<file path="src/rtl/mod_counter.sv">
`timescale 1ns/1ps
`default_nettype none
// ============================================================================
//  Module   : mod_counter
//  Purpose  : Up/down modulo counter with terminal value MAX, three boundary
//             behaviours (wrap, saturate, one-shot), a registered terminal-
//             count pulse, a sticky boundary flag and a one-shot run flag.
//             Optional feature macro: MOD_COUNTER_PRESC_EN adds a PRESC_W-bit
//             prescaler and the presc port; without it every enabled cycle
//             is a tick.
//  Revision : 1.0 - initial release
// ============================================================================
module mod_counter #(
   parameter int unsigned      WIDTH   = 8,
   parameter logic [WIDTH-1:0] MAX     = {WIDTH{1'b1}},
   parameter int unsigned      PRESC_W = 4
) (
   input  logic               clk,
   input  logic               reset_n,
   input  logic               clr,
   input  logic               load,
   input  logic [WIDTH-1:0]   load_val,
   input  logic               en,
   input  logic               dir,
   input  logic [1:0]         mode,
   input  logic               ovf_clr,
`ifdef MOD_COUNTER_PRESC_EN
   input  logic [PRESC_W-1:0] presc,
`endif
   output logic [WIDTH-1:0]   count,
   output logic               tc,
   output logic               ovf,
   output logic               running
);

   // Boundary behaviour encodings; 2'b11 falls through to wrap.
   localparam logic [1:0]       C_MODE_WRAP = 2'b00;
   localparam logic [1:0]       C_MODE_SAT  = 2'b01;
   localparam logic [1:0]       C_MODE_ONE  = 2'b10;
   localparam logic [WIDTH-1:0] C_ONE       = {{(WIDTH-1){1'b0}}, 1'b1};
   localparam logic [WIDTH-1:0] C_ZERO      = {WIDTH{1'b0}};

   // Architectural state
   logic [WIDTH-1:0] count_q, count_d;
   logic             tc_q, tc_d;
   logic             ovf_q, ovf_d;
   logic             running_q, running_d;

   // Decode helpers
   logic             w_tick;
   logic             w_step;
   logic             w_at_bound;
   logic [WIDTH-1:0] w_load_clamped;
   logic [WIDTH-1:0] w_count_inc;
   logic [WIDTH-1:0] w_count_dec;

`ifdef MOD_COUNTER_PRESC_EN
   localparam logic [PRESC_W-1:0] C_PONE  = {{(PRESC_W-1){1'b0}}, 1'b1};
   localparam logic [PRESC_W-1:0] C_PZERO = {PRESC_W{1'b0}};

   logic [PRESC_W-1:0] presc_q, presc_d;

   // A tick fires once the prescaler has reached the programmed divisor-1;
   // comparing with >= lets a smaller new presc value take effect at once.
   assign w_tick = (presc_q >= presc);

   // Prescaler next state: restart on clr/load, advance only while counting.
   always_comb begin
      presc_d = presc_q;
      if (clr || load) begin
         presc_d = C_PZERO;
      end else if (en && running_q) begin
         presc_d = w_tick ? C_PZERO : (presc_q + C_PONE);
      end
   end

   // Prescaler register
   always_ff @(posedge clk or negedge reset_n) begin
      if (!reset_n) begin
         presc_q <= C_PZERO;
      end else begin
         presc_q <= presc_d;
      end
   end
`else
   // No prescaler: every enabled cycle is a tick.
   assign w_tick = 1'b1;
`endif

   assign w_load_clamped = (load_val > MAX) ? MAX : load_val;
   assign w_count_inc    = count_q + C_ONE;
   assign w_count_dec    = count_q - C_ONE;
   assign w_at_bound     = dir ? (count_q == MAX) : (count_q == C_ZERO);
   assign w_step         = en && w_tick && running_q && !clr && !load;

   // Counter next state with priority clr > load > step.
   always_comb begin
      count_d   = count_q;
      tc_d      = 1'b0;
      running_d = running_q;
      if (clr) begin
         count_d   = C_ZERO;
         running_d = 1'b1;
      end else if (load) begin
         count_d   = w_load_clamped;
         running_d = 1'b1;
      end else if (w_step) begin
         if (!w_at_bound) begin
            count_d = dir ? w_count_inc : w_count_dec;
         end else begin
            case (mode)
               C_MODE_SAT: begin
                  count_d = count_q;
               end
               C_MODE_ONE: begin
                  count_d   = count_q;
                  tc_d      = 1'b1;
                  running_d = 1'b0;
               end
               default: begin
                  // C_MODE_WRAP and the unused encoding both wrap.
                  count_d = dir ? C_ZERO : MAX;
                  tc_d    = 1'b1;
               end
            endcase
         end
      end
   end

   // Sticky boundary flag: a boundary step wins over a same-cycle clear.
   always_comb begin
      ovf_d = ovf_q;
      if (w_step && w_at_bound) begin
         ovf_d = 1'b1;
      end else if (ovf_clr) begin
         ovf_d = 1'b0;
      end
   end

   // Counter, pulse and flag registers
   always_ff @(posedge clk or negedge reset_n) begin
      if (!reset_n) begin
         count_q   <= C_ZERO;
         tc_q      <= 1'b0;
         ovf_q     <= 1'b0;
         running_q <= 1'b1;
      end else begin
         count_q   <= count_d;
         tc_q      <= tc_d;
         ovf_q     <= ovf_d;
         running_q <= running_d;
      end
   end

   assign count   = count_q;
   assign tc      = tc_q;
   assign ovf     = ovf_q;
   assign running = running_q;

endmodule
`default_nettype wire

</file>
<file path="config.mk">
export PLATFORM = sky130hd
export DESIGN_NAME = mod_counter
export DESIGN_NICKNAME = d
export VERILOG_FILES = /design/src/rtl/mod_counter.sv
export SDC_FILE = /design/constraint.sdc
export NUM_CORES = 1
export LEC_CHECK = 0
export BUFFER_PORTS_ARGS = -buffer_cell sky130_fd_sc_hd__buf_4
export CELL_PAD_IN_SITES_DETAIL_PLACEMENT = 0
export CELL_PAD_IN_SITES_GLOBAL_PLACEMENT = 1
export CORE_UTILIZATION = 41
export CTS_BUF_LIST = sky130_fd_sc_hd__clkbuf_16
export DETAILED_ROUTE_END_ITERATION = 12
export GPL_TIMING_DRIVEN = 0
export PLACE_DENSITY_LB_ADDON = 0.1
export SLEW_MARGIN = 20
export SYNTH_ARGS = -nofsm -noshare
export SYNTH_HDL_FRONTEND = slang
export SYNTH_SLANG_ARGS = --single-unit
export TNS_END_PERCENT = 1
</file>
<file path="constraint.sdc">
create_clock -name clk -period 2.8 [get_ports clk]
set_input_delay 0 -clock clk [delete_from_list [all_inputs] [get_ports clk]]
set_output_delay 0 -clock clk [all_outputs]
set_load 0.03 [all_outputs]
</file>
== After elaboration in Yosys (flattened, before gate mapping) ==
Index checks and enable logic that the tools add are counted.

* Flip-flop bits (word level): 11
* Bits in latches: 0
* Memory bits (writable): 0
* Bits in read-only memories: 0
* Input bits: 17
* Output and inout port bits: 11
* Logic and storage cells: 46
* Memories: 0

* Add/subtract/negate cells: 2
* Multipliers: 0
* Div/mod/pow operators: 0
* Magnitude comparators: 1
* Equal/unequal tests: 4
* Shifts and indexed selects: 0
* Muxes and demuxes: 21
* Bitwise gates (word level): 0
* Reduce and logical (&&, ||, !) cells: 14

{| class="wikitable"
|+ Operators with widths
! kind !! number
|-
| 8-bit two-way mux || 8
|-
| 1-bit two-way mux || 13
|-
| 3-bit nonzero test || 3
|-
| 8-bit by 1-bit adder with 8-bit output (second input constant) || 1
|-
| 8-bit equality test (second input constant) || 1
|-
| 8-bit > comparator (second input constant) || 1
|-
| 8-bit logical NOT || 1
|-
| 8-bit by 1-bit subtractor with 8-bit output (second input constant) || 1
|-
| 1-bit logical AND || 4
|-
| 4-bit != test (second input constant) || 1
|-
| 3-bit AND reduction || 1
|-
| 2-bit by 1-bit equality test with 1-bit output (second input constant) || 1
|-
| 2-bit equality test (second input constant) || 1
|-
| 1-bit logical NOT || 2
|-
| 2-bit AND reduction || 1
|-
| 2-bit nonzero test || 1
|-
| 2-bit OR reduction || 1
|}

== Logic depth before layout (Yosys ltp) ==
* Depth in word-level cells: 7
* Mapped depth: 7
* Depth with buffers taken out: 7

== Worst setup path after synthesis ==
OpenSTA, ideal clock, no wires.

* Kind: register to register
* From: register count_q[0] (netlist: count[0])
* To: register count_q[4] (netlist: count[4])
* Library setup time: 0.128 ns
* Data arrival time: 1.961 ns
* Data required time: 2.672 ns
* Slack: 0.711 ns
* Stages on the path, launching flop included: 8
* Buffers on the path: 0
* Clock period less this slack: 2.089 ns
* Cells stage by stage: dfrtp_1 -> inv_1 -> fa_1 -> nand2b_1 -> a21oi_1 -> xnor2_1 -> a221oi_1 -> mux2_1

* Cells in the longest elaborated chain, start to end: 6
* Elaborated cells between the ends (all ways): 12
* Classes of those cells: 2 x add/sub; 2 x eq/ne; 6 x mux; 2 x reduce/logical

{| class="wikitable"
|+ Ends and longest elaborated chain
! element !! RTL line !! text
|-
| from (decl) || 44 || <nowiki>logic [WIDTH-1:0] count_q, count_d;</nowiki>
|-
| from (signal assigned) || 148 || <nowiki>count_q <= count_d;</nowiki>
|-
| 8-bit by 1-bit subtractor with 8-bit output (tied with other cells) || 92 || <nowiki>assign w_count_dec = count_q - C_ONE;</nowiki>
|-
| 8-bit two-way mux or 1-bit two-way mux (tied branches) || 109, 93 ||
|-
| 8-bit two-way mux || 108 || <nowiki>if (!w_at_bound) begin</nowiki>
|-
| 8-bit two-way mux || 107 || <nowiki>end else if (w_step) begin</nowiki>
|-
| 8-bit two-way mux || 104 || <nowiki>end else if (load) begin</nowiki>
|-
| 8-bit two-way mux || 101 || <nowiki>if (clr) begin</nowiki>
|}

Several ways; a longest one is shown, not always the timed one. The select of a mux whose other input is x is not followed.
A chain may end at the register's enable or synchronous reset.

== Worst setup path in the final report ==
Same ends and word-level chain as after synthesis.

==> impl_metrics.yaml <==
status:
  status: "finished clean"
layout:
  diodes: 0
  mostFrequentLayoutCells: "buf_4, inv_1, nor2_1"
  nets: 178
  area_growth_pct: 35.1
  layout_commonest_cell: "buf_4"
  drive_above_1_share_pct: 28.5
place:
  hpwl_mm: 2.12
  gp_congestion: 0.848
  io_buffer_count: 27
global_routing:
  grtUsageTotal_pct: 23.0
  grt_pass1_wl_mm: 4.42
  grt_max_degree: 12
  grt-ovfl-total: 0
  grt_pass1_vias: 908
  grt_antenna_before_repair: 0
timing:
  rsz0062_at_grt: "no"
  worst_pin_slew_ns: 0.683
  final_max_slew_viol_count: 0
  fin_tns_setup_ns: 0
  setup_viol: 0
  layout_min_cycle_time_ns: 2.16
  hold_ws_ns: 0.0145
  hold_violations: 0
  skew_ns: 0.00333
  maxSlewHeadroom_pct: 54.1
  fmax_mhz: 463
  fin_crit_sh_pct: 77.2
flow_run:
  maxCapViolations: 0
setup_path:
  startpoint_type: "flip-flop"
  path_class: "flip-flop to flip-flop"
  crit_path_end_kind: "flip-flop"
  worstPathArrival_ns: 2.28
  path_max_fanout: 6
  reg2reg_from: "count[0]$_DFFE_PN0P_"
  worstPathRequired_ns: 2.92
  critical_path.startpoint: "count[0]$_DFFE_PN0P_"
synth:
  synthCells: 116
  synth_async_sr_flop_share_pct: 100
  synth_seq_cells: 11
  syn-cell-area_um2: 1020
  yosys_warnings: 0
  ys_seq_area_share_pct: 27.2
  ys_types: 42
  syn_area_per_cell_um2: 8.77
  synth_edf_count: 0
  ys.flop_type: "dfrtp_1"
  synthesis.nets: 142
routing:
  vias: 1056
  routed_via_density: 5.90
  drc: 0
  routed_wl_mm: 2.79
  ant_nets: 0
  first_pass_iters: 4
  wl_per_cell_um: 15.6
  drt-initial-drc-count: 31
clocking:
  path_clk_slew_ns: 0.04
  clock_path_buffers: 2
  clock_latency_ns: 0.24
  cts_sinks: 11
  cts_tree: "done"
  cts_root_buf: "clkbuf_16"
  ctsHtreeMaxLevel: 1
  ctsResizeCount: 0
  cts_buffers: 3
hold_path:
  holdCritStartpoint: "load"
  hold_path.class: "input pin to flip-flop"
floorplanning:
  core_area_um2: 2280
  rows: 17
  start_util_pct: 44.7
  ios: 28
  die_h_um: 51.8
  die_w_um: 51.8
  die-area_um2: 2680
pwr:
  switchingPower_w: 0.000256
  power.density_nw_per_um2: 541
  swShare_pct: 34.5
  comb_power_share_pct: 38.1
  power.internal_w: 0.000487
  p_clk_share_pct: 35.0
  seq_power_share_pct: 27.0
  p_leak_nw: 0.628
  ir_drop_v: 0.000576
-- synth_stat cells (2+ instances only) --
library cell / instances / share of area, %
a211oi_1: 4 / 3.0
a21oi_1: 4 / 2.0
a221oi_1: 2 / 1.7
and2_1: 2 / 1.2
dfrtp_1: 10 / 25
ha_1: 8 / 9.8
inv_1: 13 / 4.8
mux2_1: 2 / 2.2
nand2_1: 5 / 1.8
nand2b_1: 2 / 1.2
nand3_1: 4 / 2.0
nand4_1: 3 / 1.8
nor2_1: 12 / 4.4
nor3_1: 3 / 1.5
nor4_1: 2 / 1.2
o21ai_0: 6 / 3.0
o21ai_1: 2 / 0.98
o41ai_1: 2 / 1.7
or2_2: 2 / 1.2
or3_4: 2 / 2.2
xnor2_1: 4 / 3.4
xor2_1: 2 / 1.7
-- routing by layer --
| metal | part of all wire, % | track usage (%) |
|---|---|---|
| met4 | 0.50 | 5.41 |
| met5 | 0 | 0 |
| met3 | 4.9 | 4.39 |
| met2 | 49 | 38.7 |
| met1 | 46 | 30.0 |
-- path summary, 6_finish.rpt --
check / endpoint / slack [ns] / cells past startpoint
worst max-delay path: count[4]$_DFFE_PN0P_ / 0.64 / 7
worst min register to register: running$_DFFE_PN1P_ / 0.50 / 2
worst max register to register: count[4]$_DFFE_PN0P_ / 0.64 / 7
min in group asynchronous: ovf$_DFFE_PN0P_ / 0.14 / 2
worst min-delay path: running$_DFFE_PN1P_ / 0.01 / 3
max in group asynchronous: running$_DFFE_PN1P_ / 2.43 / 2
-- worst max-delay path, stage by stage (launching register included) --
cell and delay (ns):
dfrtp_1 0.47, inv_1 0.09, fa_1 0.43, nand2b_1 0.16, a21oi_1 0.29, xnor2_1 0.19
a221oi_1 0.10, mux2_1 0.31
-- sequential cells by signal (all words and copies together) (netlist names) --
name,flops
count,8
ovf,1
running,1
tc,1
-- power groups by stage --
stage | clock [W] | combinational (W) | sequential [W]
6_report | 0.000260 | 0.000283 | 0.000200
5_1_grt | 0.000269 | 0.000312 | 0.000202
4_1_cts | 0.000262 | 0.000284 | 0.000199
3_5_place_dp | 0 | 0.000278 | 0.000202
3_3_place_gp | 0 | 0.000272 | 0.000201
2_1_floorplan | 0 | 0.000166 | 0.000223
-- final cells by class --
cell class	instances	area, µm²
fill	213	902
multi-input combinational	91	684
sequential	11	277
timing repair buffer	31	243
clock buffer	3	75.1
inverter	13	48.8
tap	28	35.0
buffer	1	7.51
clock inverter	1	3.75
-- per-stage QoR --
stage | instance area (µm²) | setup WS (ns) | utilization, % | cells | total power (W)
2_1_floorplan | 1020 | 0.711 | - | 116 | 0.000388
3_3_place_gp | 1250 | 0.678 | 55.1 | 171 | 0.000472
3_5_place_dp | 1250 | 0.648 | 55.1 | 171 | 0.000480
4_1_cts | 1370 | 0.634 | 60.4 | 179 | 0.000745
5_1_grt | 1370 | 0.545 | 60.4 | 179 | 0.000783
6_report | 1370 | 0.640 | 60.4 | 179 | 0.000743
-- cell families after synthesis --
kind of cell             Yosys count  share of synthesized area (%)
adder cells (fa/ha/maj)            9                           11.8
buffers and inverters             14                           5.54
AO/OA/AOI/OAI                     31                           22.4
XOR/XNOR                           6                           5.17
multiplexers                       3                           3.20
AND/OR/NAND/NOR                   42                           24.7
flip-flops                        11                           27.2
-- what timing repair did --
item	CTS	global route
setup buffers	0	0
endpoints found under the hold margin	14	0
hold buffers	4	0
No activity file was read; power rests on OpenSTA's default activity.
